[src/rtl/decode_pkg.sv]
// decode_pkg: shared decode definitions for the decode stage.
//   - RV32 base opcode constants
//   - instruction format enum (encoding is visible on out_fmt)
//   - immediate generator used by the decode stage
package decode_pkg;

    localparam logic [6:0] OP_R      = 7'b0110011;
    localparam logic [6:0] OP_IMM    = 7'b0010011;
    localparam logic [6:0] OP_LOAD   = 7'b0000011;
    localparam logic [6:0] OP_JALR   = 7'b1100111;
    localparam logic [6:0] OP_STORE  = 7'b0100011;
    localparam logic [6:0] OP_BRANCH = 7'b1100011;
    localparam logic [6:0] OP_LUI    = 7'b0110111;
    localparam logic [6:0] OP_AUIPC  = 7'b0010111;
    localparam logic [6:0] OP_JAL    = 7'b1101111;

    typedef enum logic [2:0] {
        FMT_R = 3'd0,
        FMT_I = 3'd1,
        FMT_S = 3'd2,
        FMT_B = 3'd3,
        FMT_U = 3'd4,
        FMT_J = 3'd5
    } fmt_e;

    // 32-bit sign-extended immediate; R-format (and illegal, which decodes
    // as R) yields zero.
    function automatic logic [31:0] imm_gen(input logic [31:0] instr, input fmt_e fmt);
        case (fmt)
            FMT_I:   return {{20{instr[31]}}, instr[31:20]};
            FMT_S:   return {{20{instr[31]}}, instr[31:25], instr[11:7]};
            FMT_B:   return {{19{instr[31]}}, instr[31], instr[7], instr[30:25], instr[11:8], 1'b0};
            FMT_U:   return {instr[31:12], 12'b0};
            FMT_J:   return {{11{instr[31]}}, instr[31], instr[19:12], instr[20], instr[30:21], 1'b0};
            default: return '0;
        endcase
    endfunction

endpackage

[src/rtl/decode_if.sv]
// decode_if: bundle of all handshake/data signals around the decode stage.
//   fetch side     : in_valid, in_ready, in_pc, in_instr, flush
//   execute side   : out_valid, out_ready, out_* decoded fields
//   writeback side : wb_en, wb_rd, wb_data
// Modport slave is the decode stage; master is its environment.
interface decode_if #(parameter int XLEN = 32);
    logic            in_valid;
    logic            in_ready;
    logic [XLEN-1:0] in_pc;
    logic [31:0]     in_instr;
    logic            flush;

    logic            out_valid;
    logic            out_ready;
    logic [XLEN-1:0] out_pc;
    logic [XLEN-1:0] out_rs1_data;
    logic [XLEN-1:0] out_rs2_data;
    logic [XLEN-1:0] out_imm;
    logic [4:0]      out_rd;
    logic [2:0]      out_funct3;
    logic            out_funct7b5;
    logic [6:0]      out_opcode;
    logic [2:0]      out_fmt;
    logic            out_illegal;

    logic            wb_en;
    logic [4:0]      wb_rd;
    logic [XLEN-1:0] wb_data;

    modport slave (
        input  in_valid, in_pc, in_instr, flush, out_ready, wb_en, wb_rd, wb_data,
        output in_ready, out_valid, out_pc, out_rs1_data, out_rs2_data, out_imm,
               out_rd, out_funct3, out_funct7b5, out_opcode, out_fmt, out_illegal
    );

    modport master (
        output in_valid, in_pc, in_instr, flush, out_ready, wb_en, wb_rd, wb_data,
        input  in_ready, out_valid, out_pc, out_rs1_data, out_rs2_data, out_imm,
               out_rd, out_funct3, out_funct7b5, out_opcode, out_fmt, out_illegal
    );
endinterface

[src/rtl/decode_regfile.sv]
// decode_regfile: NREG x XLEN register file.
//   clk, rst           : clock, synchronous active-high clear of all entries
//   rs1_idx / rs1_data : combinational read port 1
//   rs2_idx / rs2_data : combinational read port 2
//   wb_en, wb_rd, wb_data : synchronous write port
// Entry 0 is hardwired to zero. A read of the index being written in the
// same cycle returns the write data, so the reader never sees stale data.
module decode_regfile #(
    parameter int XLEN = 32,
    parameter int NREG = 32,
    localparam int AW  = $clog2(NREG)
) (
    input  logic            clk,
    input  logic            rst,
    input  logic [AW-1:0]   rs1_idx,
    input  logic [AW-1:0]   rs2_idx,
    output logic [XLEN-1:0] rs1_data,
    output logic [XLEN-1:0] rs2_data,
    input  logic            wb_en,
    input  logic [AW-1:0]   wb_rd,
    input  logic [XLEN-1:0] wb_data
);
    logic [XLEN-1:0] regs [NREG];

    always_ff @(posedge clk) begin
        if (rst) begin
            for (int i = 0; i < NREG; i++) regs[i] <= '0;
        end else if (wb_en && (wb_rd != '0)) begin
            regs[wb_rd] <= wb_data;
        end
    end

    always_comb begin
        rs1_data = regs[rs1_idx];
        rs2_data = regs[rs2_idx];
        if (wb_en && (wb_rd == rs1_idx)) rs1_data = wb_data;
        if (wb_en && (wb_rd == rs2_idx)) rs2_data = wb_data;
        // x0 wins over the bypass: a write to x0 is discarded.
        if (rs1_idx == '0) rs1_data = '0;
        if (rs2_idx == '0) rs2_data = '0;
    end
endmodule

[src/rtl/decode_stage.sv]
// decode_stage: instruction decode between fetch and execute.
//   clk, rst : clock, synchronous active-high reset
//   bus      : decode_if.slave carrying the fetch handshake (in_*, flush),
//              the registered decoded bundle to execute (out_*), and the
//              writeback port into the internal register file (wb_*).
// One output register with one-entry storage; in_ready is combinational
// (!out_valid || out_ready), so a stalled bundle blocks fetch directly.
module decode_stage
    import decode_pkg::*;
#(
    parameter int XLEN = 32,
    parameter int NREG = 32
) (
    input  logic clk,
    input  logic rst,
    decode_if.slave bus
);
    localparam int AW = $clog2(NREG);

    logic            accept;
    logic [6:0]      opcode;
    fmt_e            fmt_d;
    logic            illegal_d;
    logic [XLEN-1:0] imm_d;
    logic [XLEN-1:0] rs1_data;
    logic [XLEN-1:0] rs2_data;

    logic            vld_p1;
    logic [XLEN-1:0] pc_p1;
    logic [XLEN-1:0] rs1_p1;
    logic [XLEN-1:0] rs2_p1;
    logic [XLEN-1:0] imm_p1;
    logic [4:0]      rd_p1;
    logic [2:0]      funct3_p1;
    logic            funct7b5_p1;
    logic [6:0]      opcode_p1;
    fmt_e            fmt_p1;
    logic            illegal_p1;

    decode_regfile #(.XLEN(XLEN), .NREG(NREG)) u_regfile (
        .clk      (clk),
        .rst      (rst),
        .rs1_idx  (bus.in_instr[15 +: AW]),
        .rs2_idx  (bus.in_instr[20 +: AW]),
        .rs1_data (rs1_data),
        .rs2_data (rs2_data),
        .wb_en    (bus.wb_en),
        .wb_rd    (bus.wb_rd[AW-1:0]),
        .wb_data  (bus.wb_data)
    );

    // ---- stage p0: combinational decode of the presented instruction ----
    assign opcode      = bus.in_instr[6:0];
    assign bus.in_ready = !vld_p1 || bus.out_ready;
    assign accept      = bus.in_valid && bus.in_ready && !bus.flush;

    always_comb begin
        fmt_d     = FMT_R;
        illegal_d = 1'b0;
        case (opcode)
            OP_R:                      fmt_d = FMT_R;
            OP_IMM, OP_LOAD, OP_JALR:  fmt_d = FMT_I;
            OP_STORE:                  fmt_d = FMT_S;
            OP_BRANCH:                 fmt_d = FMT_B;
            OP_LUI, OP_AUIPC:          fmt_d = FMT_U;
            OP_JAL:                    fmt_d = FMT_J;
            default:                   illegal_d = 1'b1;
        endcase
        imm_d = XLEN'(signed'(imm_gen(bus.in_instr, fmt_d)));
    end

    // ---- stage p1: output register toward execute ----
    always_ff @(posedge clk) begin
        if (rst) begin
            vld_p1      <= 1'b0;
            pc_p1       <= '0;
            rs1_p1      <= '0;
            rs2_p1      <= '0;
            imm_p1      <= '0;
            rd_p1       <= '0;
            funct3_p1   <= '0;
            funct7b5_p1 <= 1'b0;
            opcode_p1   <= '0;
            fmt_p1      <= FMT_R;
            illegal_p1  <= 1'b0;
        end else if (bus.flush) begin
            vld_p1 <= 1'b0;
        end else if (accept) begin
            vld_p1      <= 1'b1;
            pc_p1       <= bus.in_pc;
            rs1_p1      <= rs1_data;
            rs2_p1      <= rs2_data;
            imm_p1      <= imm_d;
            rd_p1       <= bus.in_instr[11:7];
            funct3_p1   <= bus.in_instr[14:12];
            funct7b5_p1 <= bus.in_instr[30];
            opcode_p1   <= opcode;
            fmt_p1      <= fmt_d;
            illegal_p1  <= illegal_d;
        end else if (bus.out_ready) begin
            vld_p1 <= 1'b0;
        end
    end

    assign bus.out_valid    = vld_p1;
    assign bus.out_pc       = pc_p1;
    assign bus.out_rs1_data = rs1_p1;
    assign bus.out_rs2_data = rs2_p1;
    assign bus.out_imm      = imm_p1;
    assign bus.out_rd       = rd_p1;
    assign bus.out_funct3   = funct3_p1;
    assign bus.out_funct7b5 = funct7b5_p1;
    assign bus.out_opcode   = opcode_p1;
    assign bus.out_fmt      = fmt_p1;
    assign bus.out_illegal  = illegal_p1;
endmodule

[src/flat_wrapper.sv]
// flat-port wrapper written by rule: the top's interface ports become plain ports
module decode_stage_flat import decode_pkg::*;
#(
    parameter int XLEN = 32,
    parameter int NREG = 32
)
  (clk, rst, bus_in_valid, bus_in_pc, bus_in_instr, bus_flush, bus_out_ready, bus_wb_en, bus_wb_rd, bus_wb_data, bus_in_ready, bus_out_valid, bus_out_pc, bus_out_rs1_data, bus_out_rs2_data, bus_out_imm, bus_out_rd, bus_out_funct3, bus_out_funct7b5, bus_out_opcode, bus_out_fmt, bus_out_illegal);
  decode_if #(.XLEN(XLEN)) bus_i ();
  input  logic clk;
  input  logic rst;
  input wire logic [$bits(bus_i.in_valid)-1:0] bus_in_valid;
  input wire logic [$bits(bus_i.in_pc)-1:0] bus_in_pc;
  input wire logic [$bits(bus_i.in_instr)-1:0] bus_in_instr;
  input wire logic [$bits(bus_i.flush)-1:0] bus_flush;
  input wire logic [$bits(bus_i.out_ready)-1:0] bus_out_ready;
  input wire logic [$bits(bus_i.wb_en)-1:0] bus_wb_en;
  input wire logic [$bits(bus_i.wb_rd)-1:0] bus_wb_rd;
  input wire logic [$bits(bus_i.wb_data)-1:0] bus_wb_data;
  output wire logic [$bits(bus_i.in_ready)-1:0] bus_in_ready;
  output wire logic [$bits(bus_i.out_valid)-1:0] bus_out_valid;
  output wire logic [$bits(bus_i.out_pc)-1:0] bus_out_pc;
  output wire logic [$bits(bus_i.out_rs1_data)-1:0] bus_out_rs1_data;
  output wire logic [$bits(bus_i.out_rs2_data)-1:0] bus_out_rs2_data;
  output wire logic [$bits(bus_i.out_imm)-1:0] bus_out_imm;
  output wire logic [$bits(bus_i.out_rd)-1:0] bus_out_rd;
  output wire logic [$bits(bus_i.out_funct3)-1:0] bus_out_funct3;
  output wire logic [$bits(bus_i.out_funct7b5)-1:0] bus_out_funct7b5;
  output wire logic [$bits(bus_i.out_opcode)-1:0] bus_out_opcode;
  output wire logic [$bits(bus_i.out_fmt)-1:0] bus_out_fmt;
  output wire logic [$bits(bus_i.out_illegal)-1:0] bus_out_illegal;
  assign bus_i.in_valid = bus_in_valid;
  assign bus_i.in_pc = bus_in_pc;
  assign bus_i.in_instr = bus_in_instr;
  assign bus_i.flush = bus_flush;
  assign bus_i.out_ready = bus_out_ready;
  assign bus_i.wb_en = bus_wb_en;
  assign bus_i.wb_rd = bus_wb_rd;
  assign bus_i.wb_data = bus_wb_data;
  assign bus_in_ready = bus_i.in_ready;
  assign bus_out_valid = bus_i.out_valid;
  assign bus_out_pc = bus_i.out_pc;
  assign bus_out_rs1_data = bus_i.out_rs1_data;
  assign bus_out_rs2_data = bus_i.out_rs2_data;
  assign bus_out_imm = bus_i.out_imm;
  assign bus_out_rd = bus_i.out_rd;
  assign bus_out_funct3 = bus_i.out_funct3;
  assign bus_out_funct7b5 = bus_i.out_funct7b5;
  assign bus_out_opcode = bus_i.out_opcode;
  assign bus_out_fmt = bus_i.out_fmt;
  assign bus_out_illegal = bus_i.out_illegal;
  decode_stage #(.XLEN(XLEN), .NREG(NREG)) u_core (.clk(clk), .rst(rst), .bus(bus_i));
endmodule
[config.mk]
export PLATFORM = sky130hd
export DESIGN_NAME = decode_stage_flat
export DESIGN_NICKNAME = d
export VERILOG_FILES = /design/src/rtl/decode_pkg.sv /design/src/rtl/decode_if.sv /design/src/rtl/decode_regfile.sv /design/src/rtl/decode_stage.sv /design/src/flat_wrapper.sv
export SDC_FILE = /design/constraint.sdc
export NUM_CORES = 2
export LEC_CHECK = 0
export CORE_MARGIN = 4
export CORE_UTILIZATION = 35
export CTS_BUF_LIST = sky130_fd_sc_hd__clkbuf_2 sky130_fd_sc_hd__clkbuf_4 sky130_fd_sc_hd__clkbuf_8
export DETAILED_ROUTE_END_ITERATION = 7
export GPL_TIMING_DRIVEN = 0
export SYNTH_ARGS = -nofsm -noshare
export SYNTH_HDL_FRONTEND = slang
export SYNTH_HIERARCHICAL = 1
export SYNTH_SLANG_ARGS = --single-unit
export TNS_END_PERCENT = 30
[constraint.sdc]
create_clock -name clk -period 4.5 [get_ports clk]
set_clock_uncertainty 0.2 [all_clocks]
set_input_delay 1.35 -clock clk [delete_from_list [all_inputs] [get_ports clk]]
set_output_delay 1.35 -clock clk [all_outputs]
set_load 0.1 [all_outputs]
==> impl_metrics.yaml <==
outcome:
  status: "finished with violations"
  failed_checks: "capacitance limit, slew limit, setup timing"
cts:
  cts_made_buffers: 201
  clock-sinks: 1173
  htreeDepth: 4
  clk_latency_ps: 960
  cts_root_buffer: "clkbuf_8"
  clk_pin_slew_worst_paths_ps: 60
  cts_tree: "built"
  cts_buffer_depth: 3
sta:
  rsz0062_at_grt: "yes"
  slew_violations: 22
  finalCriticalPeriod_ps: 4821
  fin_hold_ws_ps: 252.1
  setup-violations-final: 279
  fin_crit_sh: 1.071
  tns_ps: -14640
  clock.fmax_mhz: 207.4
  max_slew_margin: -0.1041
  layout_setup_ws_ps: -320.7
  worstMarginPinSlew_ps: 1656
  hold_violations: 0
detailed_routing:
  postRouteAntennaNets: 0
  drtIter0Drc: 6803
  drc: 0
  routed_wl_um: 269700
  viasPerCell: 6.081
  post_drt_wl_per_cell_um: 36.46
  firstDrtPassIters: 6
  dr_total_vias: 44973
floorplanning:
  core_um2: 170200
  ioPinCount: 257
  fp.dieArea_um2: 178700
  die_w_um: 422.7
  rows: 151
  start_util: 0.3536
  chipHeight_um: 422.7
power_and_ir_drop:
  internal-power_mw: 19.06
  power_density_nw_per_um2: 383.6
  netSwitchingFraction: 0.2924
  power_mw: 26.94
  p_leak_nw: 24.46
  clockPowerShare: 0.373
  vdd_drop_max_uv: 270.1
  power_frac_seq: 0.473
  p_sw_mw: 7.877
  combPwrFrac: 0.155
critical_path:
  path_max_fanout: 11
  max_stage_delay_ps: 760
  worstSetupStartpointType: "input pin"
  path_depth: 10
  end_kind: "register"
  reg2reg_depth: 6
  critPathKind: "in -> reg"
  cp_slowest_cell: "clkdlybuf4s50_1"
  worst-endpoint-arrival_ps: 5420
  crit_chain: "clkdlybuf4s50_1 > buf_2 > buf_2 > buf_4 > buf_4 > mux2i_1 > o22a_1 > a31oi_1 > nand2_1 > a21oi_1"
  crit_buf_inv: 5
  required_ps: 5100
  cp_top_family: "buffers and inverters"
job:
  maxCapViolCount: 2
layout:
  area_growth_pct: 16.65
  drive_gt1_frac: 0.1972
  fin_nets: 5029
  fin_util: 0.4125
placement:
  pre_cts_ws_ps: -2041
  port_buffers: 249
  dp_hpwl_um: 192400
  place.gp.congestion: 1.056
grt:
  grt_antenna_before_repair: 16
  grt.total_usage: 0.2932
  grt_pass1_wl_um: 357700
  grt_start_max_net_pins: 33
  gr-total-overflow: 0
  grt_pass1_vias: 42879
synthesis:
  async_flop_share: 0
  yosys_most_used_dff: "edfxtp_1"
  synth_edf_count: 1024
  synth_cell_types: 64
  syn_area_um2: 60200
  yosys_warnings: 6
  avgSynthCellArea_um2: 13.63
  ys_ff_latch: 1173
  ys_seq_area_frac: 0.5604
  synthCells: 4417
worst_hold_path:
  holdPathStages: 2
  hp-class: "reg -> reg"
-- cells in the final DEF (no fill, tap or decap), types with 74 or more instances in the layout --
master | synthesis | layout
clkdlybuf4s50_1 | 0 | 248
nand2_1 | 287 | 287
mux4_2 | 388 | 388
mux2i_1 | 281 | 279
clkbuf_8 | 0 | 221
a22oi_1 | 134 | 134
buf_2 | 91 | 96
a21oi_1 | 195 | 195
edfxtp_1 | 1024 | 1024
and2_1 | 996 | 996
dfxtp_1 | 149 | 149
clkbuf_1 | 331 | 278
nor2_1 | 75 | 74
-- registers in the layout (all words and copies together), names as in the netlist --
| signal | count |
|---|---|
| u_core/bus.out_rs2_data | 32 |
| u_core/bus.out_valid | 1 |
| u_core/u_regfile/regs | 1024 |
| u_core/bus.out_imm | 32 |
| u_core/bus.out_fmt | 3 |
| u_core/bus.out_rd | 5 |
| u_core/bus.out_funct7b5 | 1 |
| u_core/bus.out_rs1_data | 32 |
| u_core/bus.out_funct3 | 3 |
| u_core/bus.out_opcode | 7 |
| u_core/bus.out_pc | 32 |
| u_core/bus.out_illegal | 1 |
-- power by group through the flow --
stage,Clock [mW],Sequential (mW),Combinational (mW)
2_1_floorplan,0,13.3,1.86
3_3_place_gp,0,12.9,3.99
3_5_place_dp,0,12.9,4.03
4_1_cts,10.2,12.7,4.06
5_1_grt,10.7,12.8,4.20
6_report,10.0,12.7,4.17
-- through the flow --
stage          instances  area, um2
2_1_floorplan       4448      60310
3_3_place_gp        6992      65680
3_5_place_dp        7012      65880
4_1_cts             7386      70140
5_1_grt             7390      70210
6_report            7396      70220
-- worst paths after layout --
kind,start,end,slack (ps)
min reg2reg,u_core/bus.out_pc[18],u_core/bus.out_pc[18],250
max reg2reg,u_core/bus.out_valid,u_core/bus.out_rs1_data[30],1690
min,u_core/bus.out_pc[18],u_core/bus.out_pc[18],250
max,bus_in_instr[22],u_core/bus.out_rs2_data[15],-320
-- synthesized netlist by cell type (8+ instances only) --
cell type	number	share of area
mux2i_1	281	0.047
o22ai_1	41	0.0043
or2_2	33	0.0034
o21ai_0	11	0.00091
nand2_1	287	0.018
a21oi_1	195	0.016
a22o_1	61	0.0089
clkbuf_1	331	0.021
nor2_1	75	0.0047
a2111oi_0	25	0.0036
xnor2_1	10	0.0015
nor2b_1	8	0.00083
and2_1	996	0.10
a32oi_1	11	0.0016
o211ai_1	10	0.0012
a221oi_1	8	0.0012
nand3_1	16	0.0013
a211oi_1	18	0.0022
edfxtp_1	1024	0.51
buf_2	91	0.0076
buf_1	13	0.00081
mux4_2	388	0.15
nor3_1	11	0.00091
a22oi_1	134	0.017
buf_4	24	0.0030
a211oi_2	10	0.0021
o221a_2	18	0.0034
o221ai_1	42	0.0061
a221o_1	13	0.0022
dfxtp_1	149	0.050
-- cell type report --
class / count / area, um2
fill: 15997 / 100000
sequential: 1173 / 33730
multi-input combinational: 2806 / 24660
clock buffer: 290 / 3560
tap: 2295 / 2872
timing repair buffer: 273 / 2701
buffer: 462 / 2083
clock inverter: 83 / 568.0
antenna: 9 / 22.52
inverter: 5 / 18.77
-- kinds of logic after synthesis --
family	synth area share
simple gates	0.1367
other cells	0.00006229
xor+xnor	0.001455
mux	0.1928
flops	0.5604
buf+inv	0.03326
compound gates	0.07530
-- routing by layer --
layer | GRT usage | wire (um) | up-vias
li1 | - | - | 17778
met1 | 0.3744 | 98230 | 22989
met2 | 0.4300 | 115700 | 3466
met3 | 0.08184 | 33090 | 720
met4 | 0.2068 | 22510 | 20
met5 | 0 | 141 | -
-- worst reg2reg max path, cell delays in order, from the launching register on --
cell	delay [ps]
dfxtp_1	320
nor2b_1	160
nor3b_1	170
buf_2	280
clkbuf_1	960
nand2_1	440
a21oi_1	210
-- repair_timing --
item	4_1_cts	5_1_grt
endpoints found under the setup margin	65	44
hold buffers	0	0
gates resized for setup	53	32
buffers inserted	3	0
No activity file was read; power rests on OpenSTA's default activity.
